$ cat src/rtl/wdt_cmd_push_ctrl_if.sv
// Requester handshake and async-FIFO write port bundle for wdt_cmd_push_ctrl.
// The master modport is the controller side; slave is the requester/FIFO side.
interface wdt_cmd_push_ctrl_if #(
    parameter int NUM_REQ   = 3,
    parameter int PAYLOAD_W = 32
);
    localparam int ID_W = ($clog2(NUM_REQ) < 1) ? 1 : $clog2(NUM_REQ);

    logic [NUM_REQ-1:0]           req_valid;
    logic [NUM_REQ*PAYLOAD_W-1:0] req_data;
    logic [NUM_REQ-1:0]           req_ready;
    logic                         fifo_wpush;
    logic [ID_W+PAYLOAD_W-1:0]    fifo_wdata;
    logic                         fifo_wfull;

    modport master (
        input  req_valid,
        input  req_data,
        input  fifo_wfull,
        output req_ready,
        output fifo_wpush,
        output fifo_wdata
    );

    modport slave (
        output req_valid,
        output req_data,
        output fifo_wfull,
        input  req_ready,
        input  fifo_wpush,
        input  fifo_wdata
    );
endinterface

$ cat src/rtl/wdt_cmd_push_ctrl.sv
// Round-robin command arbiter and paced push sequencer for the WDT async FIFO.
// Optional push counter output enabled by defining WDT_CMD_PUSH_CNT_EN.
module wdt_cmd_push_ctrl #(
    parameter int NUM_REQ     = 3,
    parameter int PAYLOAD_W   = 32,
    parameter int STALL_LIMIT = 1024
) (
    input  logic                       wclk,
    input  logic                       wrst,
    wdt_cmd_push_ctrl_if.master        bus,
    output logic                       busy,
    output logic                       stall_err,
    input  logic                       err_clr
`ifdef WDT_CMD_PUSH_CNT_EN
    ,
    output logic [15:0]                push_cnt
`endif
);
    localparam int ID_W  = ($clog2(NUM_REQ) < 1) ? 1 : $clog2(NUM_REQ);
    localparam int CNT_W = $clog2(STALL_LIMIT);
    localparam logic [CNT_W-1:0] CNT_MAX = CNT_W'(STALL_LIMIT - 1);

    typedef enum logic [1:0] {
        IDLE = 2'd0,
        PUSH = 2'd1,
        GAP  = 2'd2
    } state_e;

    state_e                      state_q, state_d;
    logic [ID_W-1:0]             last_q, last_d;
    logic [ID_W+PAYLOAD_W-1:0]   hold_q, hold_d;
    logic [CNT_W-1:0]            stall_cnt_q, stall_cnt_d;
    logic                        stall_err_q, stall_err_d;

    logic                        grant_vld;
    logic [ID_W-1:0]             grant_id;
    logic [ID_W:0]               cand;
    logic [PAYLOAD_W-1:0]        grant_pl;

    // Search starts one past the last grant so no requester starves.
    always_comb begin
        grant_vld = 1'b0;
        grant_id  = '0;
        cand      = '0;
        for (int i = 1; i <= NUM_REQ; i++) begin
            cand = {1'b0, last_q} + (ID_W+1)'(i);
            if (cand >= (ID_W+1)'(NUM_REQ))
                cand = cand - (ID_W+1)'(NUM_REQ);
            if (!grant_vld && bus.req_valid[cand[ID_W-1:0]]) begin
                grant_vld = 1'b1;
                grant_id  = cand[ID_W-1:0];
            end
        end
    end

    always_comb begin
        grant_pl = '0;
        for (int i = 0; i < NUM_REQ; i++) begin
            if (grant_id == ID_W'(i))
                grant_pl = bus.req_data[i*PAYLOAD_W +: PAYLOAD_W];
        end
    end

    always_ff @(posedge wclk or posedge wrst) begin
        if (wrst) begin
            state_q     <= IDLE;
            last_q      <= ID_W'(NUM_REQ - 1);
            hold_q      <= '0;
            stall_cnt_q <= '0;
            stall_err_q <= 1'b0;
        end else begin
            state_q     <= state_d;
            last_q      <= last_d;
            hold_q      <= hold_d;
            stall_cnt_q <= stall_cnt_d;
            stall_err_q <= stall_err_d;
        end
    end

    always_comb begin
        state_d     = state_q;
        last_d      = last_q;
        hold_d      = hold_q;
        stall_cnt_d = stall_cnt_q;
        unique case (state_q)
            IDLE: begin
                if (grant_vld) begin
                    state_d = PUSH;
                    last_d  = grant_id;
                    hold_d  = {grant_id, grant_pl};
                end
            end
            PUSH: begin
                if (!bus.fifo_wfull) begin
                    state_d     = GAP;
                    stall_cnt_d = '0;
                end else if (stall_cnt_q != CNT_MAX) begin
                    stall_cnt_d = stall_cnt_q + 1'b1;
                end
            end
            GAP:     state_d = IDLE;
            default: state_d = IDLE;
        endcase
    end

    // Set has priority over clear; re-arms every full cycle at saturation.
    always_comb begin
        stall_err_d = stall_err_q;
        if (err_clr)
            stall_err_d = 1'b0;
        if (state_q == PUSH && bus.fifo_wfull && stall_cnt_d == CNT_MAX)
            stall_err_d = 1'b1;
    end

    always_comb begin
        bus.req_ready  = '0;
        bus.fifo_wpush = 1'b0;
        if (state_q == IDLE && grant_vld) begin
            for (int i = 0; i < NUM_REQ; i++)
                bus.req_ready[i] = (grant_id == ID_W'(i));
        end
        if (state_q == PUSH)
            bus.fifo_wpush = ~bus.fifo_wfull;
        bus.fifo_wdata = hold_q;
        busy           = (state_q != IDLE);
        stall_err      = stall_err_q;
    end

`ifdef WDT_CMD_PUSH_CNT_EN
    logic [15:0] push_cnt_q, push_cnt_d;

    always_comb begin
        push_cnt_d = push_cnt_q;
        if (err_clr)
            push_cnt_d = '0;
        else if (bus.fifo_wpush && push_cnt_q != 16'hFFFF)
            push_cnt_d = push_cnt_q + 16'd1;
    end

    always_ff @(posedge wclk or posedge wrst) begin
        if (wrst)
            push_cnt_q <= '0;
        else
            push_cnt_q <= push_cnt_d;
    end

    assign push_cnt = push_cnt_q;
`endif

endmodule

$ cat src/flat_wrapper.sv
// flat-port wrapper written by rule: the top's interface ports become plain ports
module wdt_cmd_push_ctrl_flat 
#(
    parameter int NUM_REQ     = 3,
    parameter int PAYLOAD_W   = 32,
    parameter int STALL_LIMIT = 1024
)
  (wclk, wrst, busy, stall_err, err_clr, bus_req_valid, bus_req_data, bus_fifo_wfull, bus_req_ready, bus_fifo_wpush, bus_fifo_wdata);
  wdt_cmd_push_ctrl_if #(.NUM_REQ(NUM_REQ), .PAYLOAD_W(PAYLOAD_W)) bus_i ();
  input  logic wclk;
  input  logic wrst;
  output logic busy;
  output logic stall_err;
  input  logic err_clr;
  input wire logic [$bits(bus_i.req_valid)-1:0] bus_req_valid;
  input wire logic [$bits(bus_i.req_data)-1:0] bus_req_data;
  input wire logic [$bits(bus_i.fifo_wfull)-1:0] bus_fifo_wfull;
  output wire logic [$bits(bus_i.req_ready)-1:0] bus_req_ready;
  output wire logic [$bits(bus_i.fifo_wpush)-1:0] bus_fifo_wpush;
  output wire logic [$bits(bus_i.fifo_wdata)-1:0] bus_fifo_wdata;
  assign bus_i.req_valid = bus_req_valid;
  assign bus_i.req_data = bus_req_data;
  assign bus_i.fifo_wfull = bus_fifo_wfull;
  assign bus_req_ready = bus_i.req_ready;
  assign bus_fifo_wpush = bus_i.fifo_wpush;
  assign bus_fifo_wdata = bus_i.fifo_wdata;
  wdt_cmd_push_ctrl #(.NUM_REQ(NUM_REQ), .PAYLOAD_W(PAYLOAD_W), .STALL_LIMIT(STALL_LIMIT)) u_core (.wclk(wclk), .wrst(wrst), .bus(bus_i), .busy(busy), .stall_err(stall_err), .err_clr(err_clr));
endmodule
$ cat config.mk
export PLATFORM = sky130hd
export DESIGN_NAME = wdt_cmd_push_ctrl_flat
export DESIGN_NICKNAME = d
export VERILOG_FILES = /design/src/rtl/wdt_cmd_push_ctrl_if.sv /design/src/rtl/wdt_cmd_push_ctrl.sv /design/src/flat_wrapper.sv
export SDC_FILE = /design/constraint.sdc
export NUM_CORES = 1
export LEC_CHECK = 0
export CORE_MARGIN = 4
export CORE_UTILIZATION = 39
export DETAILED_ROUTE_END_ITERATION = 10
export PLACE_DENSITY = 0.86
export SLEW_MARGIN = 20
export SYNTH_ARGS = -nofsm -noshare
export SYNTH_HDL_FRONTEND = slang
export SYNTH_SLANG_ARGS = --single-unit
$ cat constraint.sdc
create_clock -name wclk -period 2.49 [get_ports wclk]
set_input_delay 0.498 -clock wclk [delete_from_list [all_inputs] [get_ports wclk]]
set_output_delay 0.498 -clock wclk [all_outputs]
set_load 0.01 [all_outputs]
[Yosys cells after proc, flatten, opt, wreduce, memory -nomap -nowiden]
Index checks and enable logic that the tools add are counted.
W data, S select, Z words.
Word-level totals
  word-level logic and storage cells: 67
  input bits: 103
  register bits after elaboration: 49
  output and inout bits: 40
Operators by class
  order comparisons: 6
  mux-type cells: 28
  reductions and logical operators: 13
  add/subtract/negate cells: 7
  equal/unequal tests: 7
  bitwise logic cells: 1
Operators by type and width (count)
  $mux W32: 3
  $mux W10: 3
  $mux W2: 8
  $add A10 B1 Y10 const B: 1
  $eq A10 B10 Y1 const B: 1
  $ne A10 B10 Y1 const B: 1
  $ge A3 B2 Y1 const B: 3
  $lt A2 B3 Y1 const B: 3
  $mux W1: 9
  $add A2 B2 Y3 const B: 2
  $bmux W1 S2: 3
  $sub A2 B2 Y2 const B: 3
  $logic_and A1 B1 Y1: 5
  $eq A2 B1 Y1 const B: 2
  $logic_not A2 Y1: 2
  $pmux W2 S2: 1
  $reduce_and A2 Y1: 2
  $reduce_bool A2 Y1: 2
  $add A2 B1 Y3 const B: 1
  $mux W3: 1
  $eq A2 B2 Y1 const B: 1
  $logic_not A1 Y1: 2
  $ne A2 B1 Y1 const B: 1
  $ne A2 B2 Y1 const B: 1
  $not A1 Y1: 1

[Logic depth before layout (Yosys ltp)]
Gate-level depths: netlist of the first run.
  word-level depth: 16
  depth in mapped cells: 11
  depth with buffers taken out: 7

[Worst setup path before layout of the first run]
No wires, ideal clock.
  path type: reg-to-output
  from: register u_core.last_q[1]
  to: output bus_req_ready[0]
  path buffers: 4
  arrival time: 2181 ps
  cell stages (with the launch flop): 12
  data required time: 1992 ps
  path slack: -189 ps
  cells stage by stage: dfstp_2 > inv_1 > ha_1 > buf_6 > and2_4 > and4_4 > buf_6 > buf_6 > buf_2 > nor3_1 > nand4_1 > inv_1
Between the ends
  longest elaborated chain between the ends: 14
  elaborated cells on any way between the ends: 31
  those cells by class: add/sub (6); order compare (3); mux (16); reduce/logical (6)
RTL lines
  from (decl): line wdt_cmd_push_ctrl.sv:30  | logic [ID_W-1:0] last_q, last_d;
  from (signal assigned): line wdt_cmd_push_ctrl.sv:67  | last_q <= ID_W'(NUM_REQ - 1);
  from (signal assigned): line wdt_cmd_push_ctrl.sv:73  | last_q <= last_d;
  $add A2 B1 Y3: line wdt_cmd_push_ctrl.sv:46  | cand = {1'b0, last_q} + (ID_W+1)'(i);
  $ge A3 B2 Y1 / $sub A2 B2 Y2 (equally long branches): line wdt_cmd_push_ctrl.sv:47, wdt_cmd_push_ctrl.sv:48
  $mux W2: line wdt_cmd_push_ctrl.sv:47  | if (cand >= (ID_W+1)'(NUM_REQ))
  $bmux W1 S2: line wdt_cmd_push_ctrl.sv:49  | if (!grant_vld && bus.req_valid[cand[ID_W-1:0]]) begin
  $mux W1 (not written as such): line wdt_cmd_push_ctrl.sv:49
  $mux W1: line wdt_cmd_push_ctrl.sv:49
  $logic_not A1 Y1: line wdt_cmd_push_ctrl.sv:49
  $logic_and A1 B1 Y1: line wdt_cmd_push_ctrl.sv:49
  $mux W1: line wdt_cmd_push_ctrl.sv:49
  $logic_not A1 Y1: line wdt_cmd_push_ctrl.sv:49
  $logic_and A1 B1 Y1: line wdt_cmd_push_ctrl.sv:49
  $mux W2 / $mux W1 (equally long branches): line wdt_cmd_push_ctrl.sv:49
  $logic_not A2 Y1 / $logic_and A1 B1 Y1 (equally long branches): line wdt_cmd_push_ctrl.sv:120, wdt_cmd_push_ctrl.sv:118
  $mux W3 (*): line wdt_cmd_push_ctrl.sv:118  | if (state_q == IDLE && grant_vld) begin
  to (decl): line flat_wrapper.sv:18  | output wire logic [$bits(bus_i.req_ready)-1:0] bus_req_ready;
Mark *: on every way between the ends. The rest lies on a longest branch, timed or not. The select of a mux whose other input is x is not followed.

[Final worst setup path of the first run]
Same ends and word-level chain as after synthesis.

==> run metrics, run 1 <==
synth-to-layout area growth=55.5%; CP Capture Type=output port; Total GRT Usage=0.228; Routed Wire Length=around 12 mm; finished layout cell area=5330 µm²; Startpoint Class=flip-flop; clock slew at reported path FFs=0.08 ns; Least-Margin Pin Slew=a little under 0.6 ns; First-pass DRT Iterations=4; worst path arrival time=2.39 ns; outcome=finished, violations left; pin count of the biggest net entering global routing=64; Cell Area, Synth=3420 µm²; Cell Chain, Critical Path=inv_2 > ha_1 > a21bo_1 > a311oi_4 > or2_1 > nand4_1 > buf_4 > inv_2 > buf_6; total CTS buffers=5; Critical Path RT=1.99 ns; GPL Wtd Cong=0.945; Synth Instances=around 360; Post-DP HPWL=8.28 mm; initial detailed-routing violation count=between 150 and 200; Non-Filler Instances=616; R2R setup slack=-0.37 ns; final cycle utilization of the critical path=1.16; CTS tree=built; Placeable Area=8380 µm²; I/O pin count=143; Worst Hold Path EP=u_core.bus.fifo_wdata[26]; max-cap violation count=0; total gr overflow=0; Worst Hold Class=flip-flop to flip-flop; most frequent cells after synthesis=dfrtp_1, nor3_1, a31oi_1, o31ai_1, mux2_2; routed len/inst=19.2 µm; CTS Hold Bufs=0; Mean Syn Cell Area=9.54 µm²; FF+latch count, synth=48; Rows=33; count leader, synth=dfrtp_1; crit-path most repeated cell=inv_2; DRC viols=0; crit-path max cell delay=~0.54 ns; pwr/cell area=approximately 1100 nW/µm²; layout filler cell count=between 600 and 700; leakage=about 0.0022 µW; vias per cell=5.89; top cell type's share of synthesized area=0.343; nets=617; Final WS setup=-0.399 ns; Inst Count DP=596; Die H=102 µm; failing checks=negative setup slack; clk root buf=clkbuf_8; Final Hold Vio Count=0; Port Buffers=142; Slowest-stage cell, CP=dfstp_2; CP max FO=3; Starting Density=0.409; Final Util=0.635; final antenna-violating net count=0; share of cells above drive strength 1=0.205; largest area contributor in the netlist=dfrtp_1; die extent in x=102 µm; count of cell types in the netlist=56; initial antenna violation count=0; global-route wire length before repair=around 19 mm; Pwr Total=around 6000 µW; Die Footprint=10300 µm²; Ys Warns=0; Syn Nets=roughly 470; crit path time final=2.89 ns; maximum clock rate=346 MHz; Worst slew margin=0.602; placed cell area=5090 µm²; Hold Path Origin=u_core.bus.fifo_wdata[26]; peak supply drop=0.495 mV; clk buf depth=2; clk sinks=48; reg-to-reg endpoint=u_core.bus.fifo_wdata[2]; ys async rst share=1.00; number of synthesized flops with an enable pin=0; Worst R2R Start=u_core.last_q[1]; Hold Path Depth=1; H-Tree Depth=2; ant diodes=0; Seq/Total Area, Yosys=0.351; number of global-route vias before repair=roughly 3800; Slew Limit Fails=0; via count=3627; clock skew=between 0.006 and 0.007 ns; critical path class=flip-flop to output port; Final setup viols=35; Clock Latency Late Sink=0.30 ns; R2R depth=14; unrepaired setup endpoints after global routing=yes; main area contributors after synthesis=dfrtp_1, mux2_2, or4b_1; ys flop type=dfrtp_1
power by group:
group	internal (µW)	leakage, µW	total (µW)	switching [µW]
Combinational	2280	0.00155	4180	1900
Sequential	1130	0.000581	1340	210
Clock	254	0.0000515	504	250
per-stage QoR:
stage / hold slack [ns] / setup slack [ns] / TNS (ns)
after floorplan: 0.505 / -0.0118 / -0.0118
after global placement: 0.489 / -0.508 / -9.49
after detailed placement: 0.494 / -0.574 / -11.32
after CTS: 0.514 / -0.340 / -6.23
after global routing: 0.536 / -0.454 / -5.89
final: 0.513 / -0.399 / -3.27
final cells by class:
| type | instances | area, µm² | share of cell area |
|---|---|---|---|
| well taps | 105 | 131 | 0.0247 |
| clock buffers | 8 | 100 | 0.0188 |
| inverters | 15 | 56.3 | 0.0106 |
| repair buffers | 182 | 1810 | 0.339 |
| flip-flops and latches | 48 | 1200 | 0.226 |
| multi-input cells | 258 | 2030 | 0.381 |
state kept, by name (all words and copies together) (netlist names):
name,flops
u_core.stall_err,1
u_core.bus.fifo_wdata,34
u_core.last_q,1
u_core.state_q,2
u_core.stall_cnt_q,10
per-layer routing:
layer,GRT usage,wire (µm)
met5,0,0
met4,0.0951,422
met3,0.0399,717
met2,0.388,5880
met1,0.283,4800
logic make-up after synthesis:
family,count (synthesis),synth area share
multiplexers,35,0.114
flip-flops,48,0.351
AND/OR/NAND/NOR,119,0.230
buffers and inverters,53,0.0800
adder cells (fa/ha/maj),4,0.0146
AO/OA/AOI/OAI,100,0.210
critical path, delay by kind of cell, from the launching register on:
family / cells / cell delay (ns)
flops: 1 / 0.54
compound gates: 2 / 0.60
simple gates: 2 / 0.35
fa+ha+maj: 1 / 0.23
buf+inv: 4 / 0.37
repair_timing:
| action | CTS | global route |
|---|---|---|
| setup endpoints to repair | 35 | 36 |
| cloned | 0 | 0 |
| buffers inserted | 10 | 3 |
| resized for setup | 15 | 10 |
| pin swaps | 5 | 6 |
how the worst max path moves through the flow:
stage	start	cells after the start	slack (ns)	end
after floorplan	u_core.last_q[1]	9	-0.01	bus_req_ready[0]
after global placement	bus_req_valid[0]	7	-0.51	bus_req_ready[1]
after detailed placement	bus_req_valid[0]	7	-0.57	bus_req_ready[0]
after CTS	u_core.last_q[1]	10	-0.34	bus_req_ready[2]
after global routing	u_core.last_q[1]	9	-0.45	bus_req_ready[0]
final	u_core.last_q[1]	9	-0.40	bus_req_ready[0]
layout by cell type, fill, tap and decap left out, types with 2 or more instances in the layout:
cell type / n
nand2_1: 13
or4b_1: 31
clkbuf_8: 7
inv_1: 11
o21ai_1: 3
nand4_1: 5
and2_1: 3
nand2b_1: 4
buf_6: 7
o21ai_0: 4
buf_12: 5
mux2i_1: 2
mux2_2: 32
nor2_1: 7
ha_1: 3
nor3_1: 34
nand3_1: 3
a21oi_1: 5
and3_1: 4
dfrtp_1: 46
o31ai_1: 33
clkdlybuf4s50_1: 138
a211oi_1: 3
buf_4: 30
inv_2: 4
a31oi_1: 34
Power figures use the tool's default switching activity.
==> run 2, diff against run 1 <==
--- a/config.mk
+++ b/config.mk
@@ -5,10 +5,11 @@
 export SDC_FILE = /design/constraint.sdc
 export NUM_CORES = 1
 export LEC_CHECK = 0
-export CORE_MARGIN = 4
+export CORE_MARGIN = 5
 export CORE_UTILIZATION = 39
 export DETAILED_ROUTE_END_ITERATION = 10
 export PLACE_DENSITY = 0.86
+export SETUP_SLACK_MARGIN = 0.5
 export SLEW_MARGIN = 20
 export SYNTH_ARGS = -nofsm -noshare
 export SYNTH_HDL_FRONTEND = slang
==> run metrics, run 2 (synthesis results as in run 1) <==
layout filler cell count=698 (was 659); initial antenna violation count=0 (unchanged); clock slew at reported path FFs=0.09 ns (was 0.08 ns); ant diodes=0 (unchanged); most common cell after layout, fill and taps aside=clkdlybuf4s50_1 (unchanged); global-route wire length before repair=19.3 mm (was 18.7 mm); pwr/cell area=1150 nW/µm² (was 1130 nW/µm²); unrepaired setup endpoints after global routing=yes (unchanged); crit-path max cell delay=0.56 ns (was 0.54 ns); Critical Path RT=1.99 ns (about the same); CP delay by family, top=buffers and inverters (was compound AO/OA/AOI/OAI gates); pin count of the biggest net entering global routing=64 (unchanged); worst path arrival time=2.24 ns (was 2.39 ns); Port Buffers=142 (unchanged); CP Capture Type=output port (unchanged); First-pass DRT Iterations=5 (was 4); Inst Count DP=598 (was 596); Starting Density=0.397 (was 0.409); critical path class=input pin to output port (was flip-flop to output port); GPL Wtd Cong=0.891 (was 0.945); Final Hold Vio Count=0 (unchanged); number of global-route vias before repair=3756 (was 3770); Non-Filler Instances=624 (was 616); Cell Chain, Critical Path=clkdlybuf4s50_1 > a22oi_2 > buf_4 > buf_4 > and3_4 > o211ai_4 > buf_6 > nand4_1 > inv_2 > buf_6 (was inv_2 > ha_1 > a21bo_1 > a311oi_4 > or2_1 > nand4_1 > buf_4 > inv_2 > buf_6); total gr overflow=0 (unchanged); Total GRT Usage=0.216 (was 0.228); clk root buf=clkbuf_8 (unchanged); final cycle utilization of the critical path=1.10 (was 1.16); Pwr Total=6270 µW (was 6030 µW); R2R setup slack=-0.15 ns (was -0.37 ns); Critical Path Sink=bus_req_ready[0] (unchanged); final antenna-violating net count=0 (unchanged); maximum clock rate=366 MHz (was 346 MHz); placed cell area=5070 µm² (was 5090 µm²); max-cap violation count=0 (unchanged); Die Footprint=10800 µm² (was 10300 µm²); Routed Wire Length=11.9 mm (was 11.8 mm); Placeable Area=8640 µm² (was 8380 µm²); CTS Hold Bufs=0 (unchanged); critical path startpoint=bus_req_valid[1] (was u_core.last_q[1]); clk buf depth=2 (unchanged); I/O pin count=143 (unchanged); die extent in x=104 µm (was 102 µm); CP Depth=10 (was 9); failing checks=negative setup slack (unchanged); clock skew=0.00719 ns (was 0.00650 ns); peak supply drop=0.411 mV (was 0.495 mV); Startpoint Class=input pin (was flip-flop); Worst slew margin=0.618 (was 0.602); Worst R2R Start=u_core.last_q[1] (unchanged); Rows=34 (was 33); Least-Margin Pin Slew=0.574 ns (was 0.595 ns); Worst Hold Class=input pin to async pin (was flip-flop to flip-flop); crit path time final=2.73 ns (was 2.89 ns); Clock Latency Late Sink=0.29 ns (was 0.30 ns); total CTS buffers=5 (unchanged); Final WS setup=-0.245 ns (was -0.399 ns); reg-to-reg endpoint=u_core.bus.fifo_wdata[6] (was u_core.bus.fifo_wdata[2]); max reg flops=34 (unchanged); nets=622 (was 617); CP max FO=4 (was 3); pre-CTS setup slack=-0.564 ns (was -0.574 ns); Slowest-stage cell, CP=clkdlybuf4s50_1 (was dfstp_2); worst path buffer plus inverter count=6 (was 4); Final setup viols=36 (was 35); finished layout cell area=5460 µm² (was 5330 µm²); routed len/inst=19.1 µm (was 19.2 µm); Die H=104 µm (was 102 µm); DRC viols=0 (unchanged); H-Tree Depth=2 (unchanged); via count=3623 (was 3627); outcome=finished, violations left (unchanged); most frequent cells in the layout=clkdlybuf4s50_1, dfrtp_1, buf_4 (was clkdlybuf4s50_1, dfrtp_1, nor3_1, a31oi_1, o31ai_1); clk sinks=48 (unchanged); Slew Limit Fails=0 (unchanged); Post-DP HPWL=8.50 mm (was 8.28 mm); initial detailed-routing violation count=174 (was 177); leakage=0.00224 µW (was 0.00219 µW); vias per cell=5.81 (was 5.89); share of cells above drive strength 1=0.250 (was 0.205); CTS tree=built (unchanged); synth-to-layout area growth=59.4% (was 55.5%); R2R depth=10 (was 14)
## run 2: power by group
group | total (µW) | internal (µW) | switching (µW)
Sequential | 1350 | 1130 | 216
Combinational | 4310 | 2350 | 1960
Clock | 605 | 355 | 251
## run 2: per-stage QoR
step	TNS, ns	hold slack [ns]	utilization
after floorplan	0	0.505	-
after global placement	-8.86	0.490	0.587
after detailed placement	-11.02	0.495	0.587
after CTS	-1.32	0.514	0.627
after global routing	-9.19	0.523	0.632
final	-4.81	0.508	0.632
## run 2: metal layers
layer  share of wire  wire, µm  global-route usage
met3           0.057       673              0.0460
met1            0.39      4660               0.262
met2            0.51      6130               0.367
met4           0.037       435              0.0925
met5               0         0                   0
## run 2: worst min-delay path by stage
stage / start / endpoint / cells after the start
after floorplan: u_core.last_q[1] / u_core.last_q[1] / 2
after global placement: u_core.stall_err / u_core.stall_err / 2
after detailed placement: u_core.bus.fifo_wdata[28] / u_core.bus.fifo_wdata[28] / 1
after CTS: u_core.bus.fifo_wdata[24] / u_core.bus.fifo_wdata[24] / 1
after global routing: u_core.bus.fifo_wdata[24] / u_core.bus.fifo_wdata[24] / 1
final: wrst / u_core.stall_cnt_q[4] / 2
## run 2: worst register-to-register path, stage by stage, from the launching register on
cell and delay (ns):
dfstp_2 0.56, inv_2 0.07, ha_4 0.18, a22oi_2 0.18, buf_4 0.14, buf_4 0.10
and4_4 0.23, buf_4 0.47, or4b_1 0.25, a31oi_1 0.08, mux2_2 0.27
## run 2: cell type report
cell class	count	area, µm²	share of cell area
Clock buffer	7	96.3	0.0176
Inverter	15	56.3	0.0103
Multi-Input combinational cell	258	2110	0.387
Timing Repair Buffer	187	1820	0.333
Sequential cell	48	1210	0.221
Tap cell	108	135	0.0248
Clock inverter	1	30.0	0.00550
## run 2: timing repair
| item | CTS | global route |
|---|---|---|
| endpoints found under the setup margin | 40 | 41 |
| gates cloned | 1 | 0 |
| buffers inserted | 14 | 3 |
| pin swaps | 9 | 5 |
| resized for setup | 43 | 7 |
